$ cat config.mk
export PLATFORM = sky130hd
export DESIGN_NAME = decision_scan_mux_flat
export DESIGN_NICKNAME = d
export VERILOG_FILES = /design/src/rtl/decision_scan_mux_if.sv /design/src/rtl/decision_scan_mux.sv /design/src/flat_wrapper.sv
export SDC_FILE = /design/constraint.sdc
export NUM_CORES = 1
export LEC_CHECK = 0
export BUFFER_PORTS_ARGS = -buffer_cell sky130_fd_sc_hd__buf_2
export CORE_MARGIN = 3
export CORE_UTILIZATION = 54
export CTS_CLUSTER_SIZE = 10
export DETAILED_ROUTE_END_ITERATION = 6
export GPL_TIMING_DRIVEN = 0
export HOLD_SLACK_MARGIN = 0.08
export PLACE_DENSITY_LB_ADDON = 0.2
export SYNTH_ARGS = -nofsm -noshare
export SYNTH_HDL_FRONTEND = slang
export SYNTH_SLANG_ARGS = --single-unit
$ cat constraint.sdc
create_clock -name Clk -period 2.2 [get_ports Clk]
set_input_delay 0.22 -clock Clk [delete_from_list [all_inputs] [get_ports Clk]]
set_output_delay 0.22 -clock Clk [all_outputs]
set_load 0.03 [all_outputs]
$ cat src/rtl/decision_scan_mux_if.sv
// Handshake bundle for decision_scan_mux. The master drives mode, select, data and ready.
// The slave returns the registered decision, its channel and valid.
interface decision_scan_mux_if #(
  parameter int WIDTH    = 4,
  parameter int CHANNELS = 4,
  parameter int SEL_W    = 2
);
  logic                      Mode;
  logic [SEL_W-1:0]          Select;
  logic [CHANNELS*WIDTH-1:0] Data;
  logic                      Ready;
  logic [WIDTH-1:0]          Decision;
  logic [SEL_W-1:0]          Channel;
  logic                      Valid;

  modport master (
    output Mode, Select, Data, Ready,
    input  Decision, Channel, Valid
  );

  modport slave (
    input  Mode, Select, Data, Ready,
    output Decision, Channel, Valid
  );
endinterface

$ cat src/rtl/decision_scan_mux.sv
// Registered channel selector with manual select, or a timed scan behind a one-entry valid/ready output.
// Define DECISION_SKIP_ZERO_EN to make the scan skip channels whose value is zero.
//
// state      | meaning
// MANUAL     | output follows Select; every free slot captures a new sample
// SCAN_EMIT  | scanned sample is held until downstream consumes it
// SCAN_DWELL | dwell counter runs; at terminal count the next channel is captured
module decision_scan_mux #(
  parameter int WIDTH    = 4,
  parameter int CHANNELS = 4,
  parameter int SEL_W    = 2,
  parameter int DWELL    = 1024
) (
  input logic                Clk,
  input logic                Rst_n,
  decision_scan_mux_if.slave bus
);
  localparam int CNT_W = $clog2(DWELL) + 1;

  typedef enum logic [1:0] {MANUAL, SCAN_EMIT, SCAN_DWELL} state_t;

  state_t           state, state_nx;
  logic [SEL_W-1:0] ptr, ptr_nx, chan, chan_nx;
  logic [SEL_W-1:0] adv_ptr, scan_start, pick_ptr;
  logic [CNT_W-1:0] cnt, cnt_nx;
  logic [WIDTH-1:0] dec, dec_nx, sel_val, pick_val;
  logic             valid, valid_nx, pick_ok, consume;

  // Indices at or beyond CHANNELS read as zero.
  function automatic logic [WIDTH-1:0] slice_of(input logic [CHANNELS*WIDTH-1:0] d,
                                                input logic [SEL_W-1:0] idx);
    logic [WIDTH-1:0] v;
    v = '0;
    for (int k = 0; k < CHANNELS; k++)
      if (idx == SEL_W'(k)) v = d[k*WIDTH +: WIDTH];
    return v;
  endfunction

  assign consume    = valid & bus.Ready;
  assign adv_ptr    = (ptr == SEL_W'(CHANNELS - 1)) ? '0 : ptr + SEL_W'(1);
  assign scan_start = (state == MANUAL) ? '0 : adv_ptr;
  assign sel_val    = slice_of(bus.Data, bus.Select);
  assign pick_val   = slice_of(bus.Data, pick_ptr);

`ifdef DECISION_SKIP_ZERO_EN
  // Walk backwards so the nearest nonzero channel after scan_start wins.
  always_comb begin
    pick_ok  = 1'b0;
    pick_ptr = ptr;
    for (int i = CHANNELS - 1; i >= 0; i--) begin
      if (slice_of(bus.Data, SEL_W'((int'(scan_start) + i) % CHANNELS)) != '0) begin
        pick_ok  = 1'b1;
        pick_ptr = SEL_W'((int'(scan_start) + i) % CHANNELS);
      end
    end
  end
`else
  assign pick_ok  = 1'b1;
  assign pick_ptr = scan_start;
`endif

  always_comb begin
    state_nx = state;
    ptr_nx   = ptr;
    cnt_nx   = cnt;
    dec_nx   = dec;
    chan_nx  = chan;
    valid_nx = valid;
    case (state)
      MANUAL: begin
        if (bus.Mode) begin
          cnt_nx   = '0;
          valid_nx = 1'b0;
          state_nx = SCAN_DWELL;
          if (pick_ok) begin
            ptr_nx   = pick_ptr;
            dec_nx   = pick_val;
            chan_nx  = pick_ptr;
            valid_nx = 1'b1;
            state_nx = SCAN_EMIT;
          end
        end else if (!valid || bus.Ready) begin
          dec_nx   = sel_val;
          chan_nx  = bus.Select;
          valid_nx = 1'b1;
        end
      end
      SCAN_EMIT: begin
        if (!bus.Mode) begin
          valid_nx = 1'b0;
          state_nx = MANUAL;
        end else if (consume) begin
          valid_nx = 1'b0;
          cnt_nx   = '0;
          state_nx = SCAN_DWELL;
        end
      end
      SCAN_DWELL: begin
        if (!bus.Mode) begin
          valid_nx = 1'b0;
          state_nx = MANUAL;
        end else if (cnt == CNT_W'(DWELL - 1)) begin
          // With nothing to capture the dwell simply restarts.
          cnt_nx = '0;
          if (pick_ok) begin
            ptr_nx   = pick_ptr;
            dec_nx   = pick_val;
            chan_nx  = pick_ptr;
            valid_nx = 1'b1;
            state_nx = SCAN_EMIT;
          end
        end else begin
          cnt_nx = cnt + CNT_W'(1);
        end
      end
      default: begin
        valid_nx = 1'b0;
        state_nx = MANUAL;
      end
    endcase
  end

  always_ff @(posedge Clk) begin
    if (!Rst_n) begin
      state <= MANUAL;
      ptr   <= '0;
      cnt   <= '0;
      dec   <= '0;
      chan  <= '0;
      valid <= 1'b0;
    end else begin
      state <= state_nx;
      ptr   <= ptr_nx;
      cnt   <= cnt_nx;
      dec   <= dec_nx;
      chan  <= chan_nx;
      valid <= valid_nx;
    end
  end

  assign bus.Decision = dec;
  assign bus.Channel  = chan;
  assign bus.Valid    = valid;
endmodule

$ cat src/flat_wrapper.sv
// flat-port wrapper written by rule: the top's interface ports become plain ports
module decision_scan_mux_flat 
#(
  parameter int WIDTH    = 4,
  parameter int CHANNELS = 4,
  parameter int SEL_W    = 2,
  parameter int DWELL    = 1024
)
  (Clk, Rst_n, bus_Mode, bus_Select, bus_Data, bus_Ready, bus_Decision, bus_Channel, bus_Valid);
  decision_scan_mux_if #(.WIDTH(WIDTH), .CHANNELS(CHANNELS), .SEL_W(SEL_W)) bus_i ();
  input logic Clk;
  input logic Rst_n;
  input wire logic [$bits(bus_i.Mode)-1:0] bus_Mode;
  input wire logic [$bits(bus_i.Select)-1:0] bus_Select;
  input wire logic [$bits(bus_i.Data)-1:0] bus_Data;
  input wire logic [$bits(bus_i.Ready)-1:0] bus_Ready;
  output wire logic [$bits(bus_i.Decision)-1:0] bus_Decision;
  output wire logic [$bits(bus_i.Channel)-1:0] bus_Channel;
  output wire logic [$bits(bus_i.Valid)-1:0] bus_Valid;
  assign bus_i.Mode = bus_Mode;
  assign bus_i.Select = bus_Select;
  assign bus_i.Data = bus_Data;
  assign bus_i.Ready = bus_Ready;
  assign bus_Decision = bus_i.Decision;
  assign bus_Channel = bus_i.Channel;
  assign bus_Valid = bus_i.Valid;
  decision_scan_mux #(.WIDTH(WIDTH), .CHANNELS(CHANNELS), .SEL_W(SEL_W), .DWELL(DWELL)) u_core (.Clk(Clk), .Rst_n(Rst_n), .bus(bus_i));
endmodule
* Word-level counts from Yosys, hierarchy flattened
Index checks and enable logic that the tools add are counted.
** Word-level totals
- Register bits :: 22
- Bits in latches :: 0
- RAM bits :: 0
- ROM bits :: 0
- Input port bits :: 22
- Output and inout bits :: 7
- Word-level logic and storage cells :: 80
- Memories kept :: 0
** Operators by class
- $add $sub $neg :: 2
- $mul :: 0
- Div/mod/pow operators :: 0
- Order comparisons :: 0
- Equal/unequal tests :: 18
- Shifts and indexed selects :: 0
- Multiplexer cells :: 41
- Bitwise operators :: 1
- Reductions and logical operators :: 12
** Operators by type and width (count)
- two-way mux 11 bit :: 5
- two-way mux 4 bit :: 12
- one-hot mux 11 bit (3 select lines) :: 1
- two-way mux 2 bit :: 12
- == test 2 bit (second input constant) :: 6
- adder 11 x 1 -> 11 bit (second input constant) :: 1
- == test 11 x 10 -> 1 bit (second input constant) :: 1
- one-hot mux 2 bit (2 select lines) :: 2
- one-hot mux 4 bit (2 select lines) :: 1
- AND reduction 4 bit :: 2
- == test 2 x 1 -> 1 bit (second input constant) :: 3
- zero test 2 bit :: 3
- two-way mux 1 bit :: 6
- inequality test 2 bit (second input constant) :: 3
- inequality test 3 x 2 -> 1 bit (second input constant) :: 2
- one-hot mux 2 bit (3 select lines) :: 1
- AND reduction 3 bit :: 2
- AND reduction 5 bit :: 1
- inequality test 2 x 1 -> 1 bit (second input constant) :: 2
- inequality test 3 bit (second input constant) :: 1
- one-hot mux 1 bit (3 select lines) :: 1
- nonzero test 3 bit :: 1
- adder 2 x 1 -> 2 bit (second input constant) :: 1
- nonzero test 2 bit :: 1
- 3 further kinds :: 3

* Depth between registers and ports, before layout
- Word-level depth :: 11
- Depth in mapped cells :: 6
- Mapped depth without buffers :: 5

* Least setup slack after synthesis
No wires, ideal clock.
- Path kind :: reg2reg
- From :: reg u_core.ptr[0]
- To :: reg u_core.dec[3], in the netlist u_core.bus.Decision[3]
- Library setup time :: 0.088 ns
- Arrival :: 1.680 ns
- Data required time :: 2.112 ns
- Path slack :: 0.432 ns
- Cell stages (with the launch flop) :: 7
- Path buffers :: 1
- Period minus slack after synthesis :: 1.768 ns
- Cells stage by stage :: dfxtp_1 ha_1 or2_1 buf_6 or3_1 a311o_1 a311oi_2
** On the way
- Longest elaborated chain between the ends :: 11
- Elaborated cells on any way between the ends :: 16
- Classes of those cells :: add/sub: 1; eq/ne: 4; mux: 10; reduce/logical: 1
** RTL lines
- start: declaration :: line decision_scan_mux.sv:23 : logic [SEL_W-1:0] ptr, ptr_nx, chan, chan_nx;
- start signal: assignment :: line decision_scan_mux.sv:133 : ptr <= ptr_nx;
- adder 2 x 1 -> 2 bit / == test 2 bit (equally long branches) :: line decision_scan_mux.sv:40 : assign adv_ptr = (ptr == SEL_W'(CHANNELS - 1)) ? '0 : ptr + SEL_W'(1);
- two-way mux 2 bit * :: line decision_scan_mux.sv:40
- two-way mux 2 bit * :: line decision_scan_mux.sv:41 : assign scan_start = (state == MANUAL) ? '0 : adv_ptr;
- zero test 2 bit :: line decision_scan_mux.sv:35 : if (idx == SEL_W'(k)) v = d[k*WIDTH +: WIDTH];
- two-way mux 4 bit (3 in series) :: line decision_scan_mux.sv:35
- two-way mux 4 bit * :: line decision_scan_mux.sv:35
- two-way mux 4 bit :: line decision_scan_mux.sv:102 : end else if (cnt == CNT_W'(DWELL - 1)) begin
- two-way mux 4 bit :: line decision_scan_mux.sv:99 : if (!bus.Mode) begin
- one-hot mux 4 bit (2 select lines) * :: line decision_scan_mux.sv:69 : case (state)
- end signal: assignment :: line decision_scan_mux.sv:135 : dec <= dec_nx;
- end: declaration :: line decision_scan_mux.sv:26 : logic [WIDTH-1:0] dec, dec_nx, sel_val, pick_val;
Mark *: on every way between the ends. The rest lies on a longest branch, timed or not. The select of a mux whose other input is x is not followed.
A chain may end at the register's enable or synchronous reset.

* Worst setup path in the final report
Ends and elaborated chain as after synthesis.

==> flow_metrics.py <==
metrics = {
    "worst_setup_path": {
        "cp-end-kind": "flip-flop",
        "worstPathArrival_ns": 2.13,
        "crit_fanout": 9,
        "cpLargestDelayFamily": "simple AND/OR/NAND/NOR gates",
        "path_class": "flip-flop to flip-flop",
        "crit_chain": "ha_1 > or2_1 > buf_6 > or3_1 > a311o_1 > a311oi_2",
        "worst-path-buf-inv": 1,
        "start_kind": "flip-flop",
        "cpMaxStageDelayCell": "dfxtp_1",
        "crit_path_max_incr_delay_ns": 0.36,
        "required_ns": 2.43,
    },
    "placed_design": {
        "dpl.hpwl_microns": 2790,
        "port_buffers": 26,
        "gp_congestion": 0.835,
        "placed_cells": 229,
    },
    "floorplanning": {
        "coreArea_sq_um": 2520,
        "fp.dieH_microns": 58,
        "io_pins": 29,
        "die_area_sq_um": 3360,
        "initial_core_util_pct": 57.9,
        "row_count": 18,
        "fp.dieW_microns": 58,
    },
    "status": {
        "status": "completed",
    },
    "timing": {
        "grt_setup_unrepaired": "false",
        "post-route-min-period_ns": 1.90,
        "worst_slew_pin_slew_ns": 0.647,
        "setup_viol": 0,
        "finalCritPeriodShare_pct": 86.2,
        "relSlewSlack_pct": 56.7,
        "finalSetupTns_ns": 0,
        "drv_slew": 0,
        "finalHoldViolCount": 0,
        "fin_skew_ns": 0.00764,
        "fmax_ghz": 0.528,
    },
    "cells_and_area": {
        "diodes": 0,
        "stdcell_count": 233,
        "fin_nets": 228,
        "multi_input_area_sq_um": 928,
        "mostFrequentLayoutCell": "buf_2",
        "most-common-layout-cells": "buf_2, dfxtp_1, nand2_1, nor2_1, a21oi_1",
        "n_fill_cell": 231,
        "ff_latch_area_sq_um": 440,
        "layout-drive-gt1-share_pct": 23.2,
        "area_growth_pct": 15.1,
    },
    "yosys": {
        "synth_nets": 197,
        "yosysWarnings": 0,
        "synth_edf_count": 0,
        "syn-cell-area_sq_um": 1460,
        "syn_avg_cell_area_sq_um": 8.44,
        "synthFlopType": "dfxtp_1",
        "yosysUniqueCellTypes": 55,
        "ys_ff_latch": 22,
        "synth_cells": 173,
        "seq_area_frac_synth_pct": 30.2,
        "async_flop_share_pct": 0,
    },
    "detailed_routing": {
        "via_per_inst": 6.35,
        "wl_microns": 3570,
        "m1WireLength_microns": 1570,
        "routed.top_layer": "met4",
        "drt-wirelength-per-cell_microns": 15.3,
        "dr_wl_met2_microns": 1750,
        "drc": 0,
        "vias": 1479,
        "ant_nets": 0,
        "drtPass1Iterations": 5,
        "dr_wl_met3_microns": 196,
        "drtIter0Drc": 45,
    },
    "power_and_ir_drop": {
        "power_leakage_nw": 0.670,
        "ir_drop_mv": 0.564,
        "powerDensity_nw_per_um2": 559,
    },
    "worst_hold_path": {
        "hold_class": "input pin to flip-flop",
    },
    "global_routing": {
        "grt_pass1_vias": 1406,
        "antenna_found_initial": 0,
        "grt_max_degree": 14,
        "grt-ovfl-total": 0,
        "grtUsageTotal_pct": 23.3,
        "grt_pass1_wl_microns": 6070,
    },
    "clock_tree": {
        "clkSinkCount": 22,
        "insertion_delay_ns": 0.31,
        "numCtsBuffers": 3,
        "path_clk_slew_ns": 0.13,
        "cts.path.max_buffers": 2,
        "post_cts_resize_count": 0,
        "cts_root_buffer": "clkbuf_4",
        "cts_tree": "built",
        "cts_hold_buf": 0,
        "h-tree-depth": 1,
        "cts_setup_buffers": 0,
    },
    "flow_run": {
        "timing.max_cap.violations": 0,
    },
}
[path summary, 6_finish.rpt]
kind              slack (ns)  cells after the start            from                     end
setup / recovery        0.30                      6   u_core.ptr[0]  u_core.bus.Decision[3]
hold / removal          0.19                      2           Rst_n         u_core.state[0]
setup reg to reg        0.30                      6   u_core.ptr[0]  u_core.bus.Decision[3]
hold reg to reg         0.47                      1  u_core.cnt[10]          u_core.cnt[10]
[per-layer routing]
metal / GRT usage, % / vias up
li1: - / 718
met1: 29.7 / 704
met2: 39.4 / 48
met3: 3.79 / 9
met4: 8.94 / 0
met5: 0 / -
[cell usage after synthesis, drive strengths merged, types with 3 or more instances]
cell    number  area (sq um)
mux4         4          92.6
xor2         3          26.3
a311oi       4          41.3
nand3        3          15.0
mux2i        5          50.1
nand2b       3          18.8
o32ai        4          35.0
o21ai       12          60.1
buf          7          53.8
inv          7          26.3
a31oi        4          25.0
o211ai       4          30.0
and3         5          31.3
nor3         6          30.0
nand2       16          60.1
or3          4          25.0
a21oi        9          45.0
dfxtp       22           440
nor2        13          51.3
[metrics by stage]
stage	hold WS [ns]	total power [mW]	cell area (sq um)	setup slack, ns	util [%]
finish	0.192	0.939	1680	0.305	66.6
floorplan	0.384	0.572	1460	0.432	-
global placement	0.452	0.627	1630	0.362	64.5
global route	0.179	0.990	1680	0.191	66.6
CTS	0.180	0.945	1680	0.300	66.6
detailed placement	0.457	0.636	1630	0.320	64.5
[worst register-to-register path, cell delays in order (launching register included)]
cell and delay [ns]:
dfxtp_1 0.36, ha_1 0.23, or2_1 0.22, buf_6 0.14
or3_1 0.35, a311o_1 0.29, a311oi_2 0.24
[state kept, by name (all words and copies together), names as in the netlist]
name / count
u_core.cnt: 11
u_core.bus.Decision: 4
u_core.bus.Channel: 2
u_core.ptr: 2
u_core.state: 2
u_core.bus.Valid: 1
[cells by family (layout without fill, tap and decap cells)]
| family | after synthesis | count (layout) | synth area share, % |
|---|---|---|---|
| and+or+nand+nor | 67 | 67 | 24.7 |
| buffers and inverters | 17 | 47 | 6.25 |
| AOI/OAI and AO/OA | 52 | 52 | 25.0 |
| DFF | 22 | 22 | 30.2 |
| xor gates and xnor gates | 4 | 4 | 2.40 |
| muxes | 9 | 9 | 9.77 |
| adders and majority gates | 2 | 2 | 1.71 |
[area by class of cell]
cell class	instances	share of cell area, %
plain buffers	9	3.65
well taps	30	2.23
multi-input cells	134	55.2
flip-flops and latches	22	26.2
clock inverters	1	1.79
inverters	8	1.79
clock buffers	3	1.34
repair buffers	26	7.74
[power breakdown]
group,internal [mW],leakage [nW],switching [mW]
Clock,0.184,0.0279,0.126
Sequential,0.415,0.180,0.0121
Combinational,0.0826,0.462,0.119
Total,0.682,0.670,0.257
Note: power is estimated with default switching activity, not from simulation.
